### src/rtl/mmu_sequencer_if.sv
// Command and memory-side bundle for the matrix-multiply sequencer.
// The host drives the command fields; the sequencer drives status and memory strobes.
interface mmu_sequencer_if #(
   parameter int WIDTH_HEIGHT = 4,
   parameter int ADDR_W       = 8
);
   localparam int ROW_W = (WIDTH_HEIGHT > 1) ? $clog2(WIDTH_HEIGHT) : 1;

   logic                           start;
   logic [ADDR_W-1:0]              num_rows;
   logic [ADDR_W-1:0]              base_in_addr;
   logic [ADDR_W-1:0]              base_out_addr;
   logic [ADDR_W-1:0]              base_wt_addr;
   logic                           busy;
   logic                           done;
   logic                           wt_en;
   logic [ROW_W-1:0]               wt_row;
   logic [ADDR_W-1:0]              wt_addr;
   logic [WIDTH_HEIGHT-1:0]        rd_en;
   logic [WIDTH_HEIGHT*ADDR_W-1:0] rd_addr;
   logic [WIDTH_HEIGHT-1:0]        wr_en;
   logic [WIDTH_HEIGHT*ADDR_W-1:0] wr_addr;

   modport master (
      output start, num_rows, base_in_addr, base_out_addr, base_wt_addr,
      input  busy, done, wt_en, wt_row, wt_addr, rd_en, rd_addr, wr_en, wr_addr
   );

   modport slave (
      input  start, num_rows, base_in_addr, base_out_addr, base_wt_addr,
      output busy, done, wt_en, wt_row, wt_addr, rd_en, rd_addr, wr_en, wr_addr
   );
endinterface

### src/rtl/mmu_sequencer.sv
// Schedules one systolic matrix-multiply pass: weight preload, skewed input
// streaming and skewed output writeback, then a one-cycle done pulse.
module mmu_seq_lane #(
   parameter int LANE      = 0,
   parameter int ADDR_W    = 8,
   parameter int ARRAY_LAT = 4,
   parameter int CW        = 10
) (
   input  logic              run_i,
   input  logic [CW-1:0]     t_i,
   input  logic [CW-1:0]     nr_i,
   input  logic [ADDR_W-1:0] base_in_i,
   input  logic [ADDR_W-1:0] base_out_i,
   output logic              rd_en_o,
   output logic [ADDR_W-1:0] rd_addr_o,
   output logic              wr_en_o,
   output logic [ADDR_W-1:0] wr_addr_o
);
   localparam logic [CW-1:0] RD0 = CW'(LANE);
   localparam logic [CW-1:0] WR0 = CW'(LANE + ARRAY_LAT);

   // Lane k sees the same schedule as lane 0, shifted k cycles later.
   always_comb begin
      rd_en_o   = run_i && (t_i >= RD0) && (t_i < RD0 + nr_i);
      wr_en_o   = run_i && (t_i >= WR0) && (t_i < WR0 + nr_i);
      rd_addr_o = rd_en_o ? base_in_i  + ADDR_W'(t_i - RD0) : '0;
      wr_addr_o = wr_en_o ? base_out_i + ADDR_W'(t_i - WR0) : '0;
   end
endmodule

module mmu_sequencer #(
   parameter int WIDTH_HEIGHT = 4,
   parameter int ADDR_W       = 8,
   parameter int ARRAY_LAT    = 4
) (
   input  logic             clk,
   input  logic             reset,
   mmu_sequencer_if.slave   bus
);
   localparam int ROW_W = (WIDTH_HEIGHT > 1) ? $clog2(WIDTH_HEIGHT) : 1;
   // Wide enough for num_rows + ARRAY_LAT + WIDTH_HEIGHT at the largest num_rows.
   localparam int CW    = ADDR_W + 2 + $clog2(ARRAY_LAT + WIDTH_HEIGHT + 1);

   typedef enum logic [1:0] {IDLE, WLOAD, RUN, DONE} state_e;

   state_e            state_q, state_d;
   logic [CW-1:0]     cnt_q, cnt_d;
   logic [ADDR_W-1:0] nr_q, nr_d;
   logic [ADDR_W-1:0] bin_q, bin_d;
   logic [ADDR_W-1:0] bout_q, bout_d;
   logic [ADDR_W-1:0] bwt_q, bwt_d;
   logic [CW-1:0]     nr_ext;
   logic [CW-1:0]     t_last;
   logic              run;

   assign nr_ext = CW'(nr_q);
   assign t_last = nr_ext + CW'(ARRAY_LAT + WIDTH_HEIGHT - 2);

   always_ff @(posedge clk) begin
      if (reset) begin
         state_q <= IDLE;
         cnt_q   <= '0;
         nr_q    <= '0;
         bin_q   <= '0;
         bout_q  <= '0;
         bwt_q   <= '0;
      end else begin
         state_q <= state_d;
         cnt_q   <= cnt_d;
         nr_q    <= nr_d;
         bin_q   <= bin_d;
         bout_q  <= bout_d;
         bwt_q   <= bwt_d;
      end
   end

   always_comb begin
      state_d = state_q;
      cnt_d   = cnt_q;
      nr_d    = nr_q;
      bin_d   = bin_q;
      bout_d  = bout_q;
      bwt_d   = bwt_q;
      case (state_q)
         IDLE: begin
            cnt_d = '0;
            if (bus.start && (bus.num_rows != '0)) begin
               state_d = WLOAD;
               nr_d    = bus.num_rows;
               bin_d   = bus.base_in_addr;
               bout_d  = bus.base_out_addr;
               bwt_d   = bus.base_wt_addr;
            end
         end
         WLOAD: begin
            if (cnt_q == CW'(WIDTH_HEIGHT - 1)) begin
               state_d = RUN;
               cnt_d   = '0;
            end else begin
               cnt_d = cnt_q + CW'(1);
            end
         end
         RUN: begin
            if (cnt_q == t_last) begin
               state_d = DONE;
               cnt_d   = '0;
            end else begin
               cnt_d = cnt_q + CW'(1);
            end
         end
         default: begin
            state_d = IDLE;
            cnt_d   = '0;
         end
      endcase
   end

   always_comb begin
      bus.busy    = (state_q != IDLE);
      bus.done    = (state_q == DONE);
      bus.wt_en   = (state_q == WLOAD);
      bus.wt_row  = bus.wt_en ? cnt_q[ROW_W-1:0] : '0;
      bus.wt_addr = bus.wt_en ? bwt_q + ADDR_W'(cnt_q) : '0;
      run         = (state_q == RUN);
   end

   logic [WIDTH_HEIGHT-1:0]             rd_en_w, wr_en_w;
   logic [WIDTH_HEIGHT-1:0][ADDR_W-1:0] rd_addr_w, wr_addr_w;

   for (genvar k = 0; k < WIDTH_HEIGHT; k++) begin : g_lane
      mmu_seq_lane #(
         .LANE      (k),
         .ADDR_W    (ADDR_W),
         .ARRAY_LAT (ARRAY_LAT),
         .CW        (CW)
      ) u_lane (
         .run_i      (run),
         .t_i        (cnt_q),
         .nr_i       (nr_ext),
         .base_in_i  (bin_q),
         .base_out_i (bout_q),
         .rd_en_o    (rd_en_w[k]),
         .rd_addr_o  (rd_addr_w[k]),
         .wr_en_o    (wr_en_w[k]),
         .wr_addr_o  (wr_addr_w[k])
      );
   end

   assign bus.rd_en   = rd_en_w;
   assign bus.rd_addr = rd_addr_w;
   assign bus.wr_en   = wr_en_w;
   assign bus.wr_addr = wr_addr_w;
endmodule

### src/flat_wrapper.sv
// flat-port wrapper written by rule: the top's interface ports become plain ports
module mmu_sequencer_flat 
#(
   parameter int WIDTH_HEIGHT = 4,
   parameter int ADDR_W       = 8,
   parameter int ARRAY_LAT    = 4
)
  (clk, reset, bus_start, bus_num_rows, bus_base_in_addr, bus_base_out_addr, bus_base_wt_addr, bus_busy, bus_done, bus_wt_en, bus_wt_row, bus_wt_addr, bus_rd_en, bus_rd_addr, bus_wr_en, bus_wr_addr);
  mmu_sequencer_if #(.WIDTH_HEIGHT(WIDTH_HEIGHT), .ADDR_W(ADDR_W)) bus_i ();
  input  logic clk;
  input  logic reset;
  input wire logic [$bits(bus_i.start)-1:0] bus_start;
  input wire logic [$bits(bus_i.num_rows)-1:0] bus_num_rows;
  input wire logic [$bits(bus_i.base_in_addr)-1:0] bus_base_in_addr;
  input wire logic [$bits(bus_i.base_out_addr)-1:0] bus_base_out_addr;
  input wire logic [$bits(bus_i.base_wt_addr)-1:0] bus_base_wt_addr;
  output wire logic [$bits(bus_i.busy)-1:0] bus_busy;
  output wire logic [$bits(bus_i.done)-1:0] bus_done;
  output wire logic [$bits(bus_i.wt_en)-1:0] bus_wt_en;
  output wire logic [$bits(bus_i.wt_row)-1:0] bus_wt_row;
  output wire logic [$bits(bus_i.wt_addr)-1:0] bus_wt_addr;
  output wire logic [$bits(bus_i.rd_en)-1:0] bus_rd_en;
  output wire logic [$bits(bus_i.rd_addr)-1:0] bus_rd_addr;
  output wire logic [$bits(bus_i.wr_en)-1:0] bus_wr_en;
  output wire logic [$bits(bus_i.wr_addr)-1:0] bus_wr_addr;
  assign bus_i.start = bus_start;
  assign bus_i.num_rows = bus_num_rows;
  assign bus_i.base_in_addr = bus_base_in_addr;
  assign bus_i.base_out_addr = bus_base_out_addr;
  assign bus_i.base_wt_addr = bus_base_wt_addr;
  assign bus_busy = bus_i.busy;
  assign bus_done = bus_i.done;
  assign bus_wt_en = bus_i.wt_en;
  assign bus_wt_row = bus_i.wt_row;
  assign bus_wt_addr = bus_i.wt_addr;
  assign bus_rd_en = bus_i.rd_en;
  assign bus_rd_addr = bus_i.rd_addr;
  assign bus_wr_en = bus_i.wr_en;
  assign bus_wr_addr = bus_i.wr_addr;
  mmu_sequencer #(.WIDTH_HEIGHT(WIDTH_HEIGHT), .ADDR_W(ADDR_W), .ARRAY_LAT(ARRAY_LAT)) u_core (.clk(clk), .reset(reset), .bus(bus_i));
endmodule
### config.mk
export PLATFORM = sky130hd
export DESIGN_NAME = mmu_sequencer_flat
export DESIGN_NICKNAME = d
export VERILOG_FILES = /design/src/rtl/mmu_sequencer_if.sv /design/src/rtl/mmu_sequencer.sv /design/src/flat_wrapper.sv
export SDC_FILE = /design/constraint.sdc
export NUM_CORES = 1
export LEC_CHECK = 0
export CAP_MARGIN = 10
export CORE_MARGIN = 2
export CORE_UTILIZATION = 45
export DETAILED_ROUTE_END_ITERATION = 10
export GPL_TIMING_DRIVEN = 0
export PLACE_DENSITY = 0.67
export SYNTH_ARGS = -nofsm -noshare
export SYNTH_HDL_FRONTEND = slang
export SYNTH_SLANG_ARGS = --single-unit
### constraint.sdc
create_clock -name clk -period 4.1 [get_ports clk]
set_input_delay 0.41 -clock clk [delete_from_list [all_inputs] [get_ports clk]]
set_output_delay 0.41 -clock clk [all_outputs]
set_load 0.03 [all_outputs]
==> reports/qor.txt <==
Skew final: 0.004420 ns
Wire length per cell: 15.69 um
Tot GR Track Use: 23.43%
Post-synthesis mux area share: 0.1469%
Maximum clock frequency: 0.2524 GHz
Worst slew pin tran: 0.6782 ns
Final setup TNS: 0 ns
Yosys cell types: 70
Sequential fraction of the synthesis area: 14.10%
IO Pins: 120
Most area-hungry cell type in the Yosys netlist: ha_1
CTS tree: yes
Share of Yosys cell area claimed by the top area cell type: 24.05%
Worst EP required: 3.69 ns
Hold Fails Final Rpt: 0
Final-stage net count: 1196
Hold Crit Class: reg2reg
Root Buffer Master: clkbuf_16
RSZ-0062 raised after global routing: no
Yosys reg bits: 48
Initial DRC count: 247
Initial Util: 46.54%
Simple-gate share of the synthesized area: 21.79%
Diodes inserted: 0
Synth Flop Type: dfxtp_1
Syn_area_per_cell: 7.598 um^2
Dpl hpwl: 15.25 mm
Crit path time final: 3.962 ns
Clock transition at path regs: 0.07 ns
Syn Inst Count: 897
Overall power: 2.628 mW
Worst reg2reg path startpoint: u_core.nr_q[2]$_SDFFE_PP0P_
Layout cell share with drive strength beyond 1: 8.423%
Largest net degree at the start of global routing: 17
Hold WS: 0.4551 ns
Final period utilization: 96.62%
Chip Width: 127.1 um
Relative slew slack: 54.37%
Die area: 16150 um^2
Xor/xnor cell area share of the yosys netlist: 11.69%
CORE AREA: 14640 um^2
Crit path capture type: output pin
IO Port Bufs: 118
CP startpoint kind: flip-flop
Synth Area in Compound Gates: 16.89%
Overflow after GRT: 0
Crit Path Category: reg2out
Hold path startpoint: u_core.bout_q[3]$_SDFFE_PP0P_
# setup viols final: 0
Final wirelength: 18.91 mm
Initial antenna violation count: 0
Status: finished, final reports clean
Critical Path Source: u_core.nr_q[1]$_SDFFE_PP0P_
Max-Cap Viols: 0
Post-route DRC: 0
Synth Warn #: 0
Drt pass-1 iters: 5
Cell row count: 44
Via density: 5.364
Main combinational cell family by area after synthesis: adder cells
Crit Path Max Fanout: 10
Clock sinks: 48
Area contributors post-synth: ha_1, dfxtp_1, xnor2_1
Adder-Cell Fraction of Synth Area: 26.99%
CTS H-Tree Depth: 2
Die Ht: 127.1 um
Vias: 6464
Global-route wire length before repair: 30.74 mm
Synthesized Nets: 1073
Post-Syn Area: 6815 um^2
Number of routed nets with antenna violations: 0
Vias in the first global route: 6183
Fill cell count: 1392
Crit path DAT: 3.55 ns
Number of flops mapped to enable cells by yosys: 0
Pins Over Slew Limit: 0
Routability congestion estimate: 0.9444
Leak: 4.368 nW
Clock buffer depth: 2
Area growth syn-to-layout: 26.34%
Total CTS buffers: 5
Worst vdd ir: 0.3432 mV
Worst skew pair latency: 0.29 ns
Most common cell in the netlist: ha_1
Power density over the cells: 305.1 nW/um^2
Post-synth top cells: ha_1, nor2_1, nand2_1
Async SR Flop Fraction: 0%
==> final timing paths <==
check	endpoint	slack [ns]	cells past startpoint
setup / recovery	bus_wr_en[3]	0.14	14
setup reg to reg	u_core.cnt_q[0]$_SDFF_PP0_	1.29	13
hold reg to reg	u_core.bout_q[3]$_SDFFE_PP0P_	0.46	2
hold / removal	u_core.bout_q[3]$_SDFFE_PP0P_	0.46	2
==> worst max-delay path, cell delays in order (launching register included) <==
cell	delay (ns)
dfxtp_4	0.43
inv_1	0.17
ha_1	0.27
a21boi_4	0.21
nor2_1	0.07
xnor2_1	0.13
ha_1	0.29
a211o_1	0.29
a21oi_1	0.13
a221oi_1	0.14
or4_1	0.51
buf_4	0.19
inv_1	0.06
buf_4	0.09
clkdlybuf4s18_2	0.28
==> power breakdown <==
part | switching, mW | leakage [nW] | total, mW | internal (mW)
clock network | 0.186 | 0.0871 | 0.492 | 0.306
registers | 0.0847 | 0.400 | 0.613 | 0.528
logic | 0.885 | 3.88 | 1.52 | 0.637
total | 1.16 | 4.37 | 2.63 | 1.47
==> final cells by class <==
| type | count | area (um^2) | share of cell area (%) |
|---|---|---|---|
| timing repair buffer | 122 | 1274 | 14.79 |
| sequential | 48 | 994.7 | 11.55 |
| multi-input combinational | 708 | 5371 | 62.38 |
| tap | 184 | 230.2 | 2.674 |
| clock buffer | 6 | 138.9 | 1.613 |
| inverter | 96 | 362.8 | 4.214 |
| buffer | 39 | 200.2 | 2.325 |
| clock inverter | 2 | 38.79 | 0.4505 |
==> metal layers <==
layer	track usage, %	vias up	wire length, um
met5	0	-	0
met4	5.236	0	329
met3	2.513	24	850
met2	40.48	161	8732
met1	31.62	3000	9000
li1	-	3279	-
==> per-stage QoR <==
step | util, % | setup slack, ns | cells | instance area, um^2
finish | 58.80 | 0.1385 | 1205 | 8611
global route | 58.80 | 0.001329 | 1205 | 8611
CTS | 57.89 | 0.00008016 | 1205 | 8478
detailed placement | 56.18 | -0.6828 | 1199 | 8227
global placement | 56.18 | -0.6924 | 1199 | 8227
floorplan | - | 0.4377 | 897 | 6815
==> sequential cells by signal, indices dropped and copies added, names as in the netlist <==
name	cells
u_core.bwt_q	8
u_core.bout_q	8
u_core.nr_q	8
u_core.cnt_q	14
u_core.state_q	2
u_core.bin_q	8
==> timing repair <==
action | in CTS | in global routing
hold buffers | 0 | 0
setup buffers | 2 | 2
setup endpoints to repair | 66 | 54
resized for setup | 65 | 54
pin swaps | 2 | 0
hold endpoints to repair | 0 | 0
==> placed cells by master, fill, tap and decap left out, types with 6 or more instances in the layout <==
master,netlist,final
o21a_1,7,7
dfxtp_4,0,7
and3_1,8,8
dlymetal6s2s_1,0,29
buf_4,8,15
fa_1,10,10
nor2_1,96,96
a21oi_1,78,74
dlygate4sd2_1,0,6
dfxtp_1,48,35
o21ai_0,17,17
clkdlybuf4s15_2,0,6
clkdlybuf4s50_1,0,73
nand4_1,7,7
xor2_1,29,29
nand3_1,19,18
a21o_1,20,20
nand2_1,94,93
buf_1,7,6
nor3_1,11,10
xnor2_1,62,62
and2_1,18,18
clkbuf_1,25,15
dfxtp_2,0,6
nor2b_1,10,10
ha_1,131,129
inv_1,93,92
==> cell families (layout without fill, tap and decap cells) <==
logic type / count (synthesis) / after routing
flops: 48 / 48
xor+xnor: 91 / 91
buf+inv: 141 / 265
compound gates: 174 / 174
mux: 1 / 1
simple gates: 301 / 301
fa+ha+maj: 141 / 141
(Power assumes the default switching activity.)
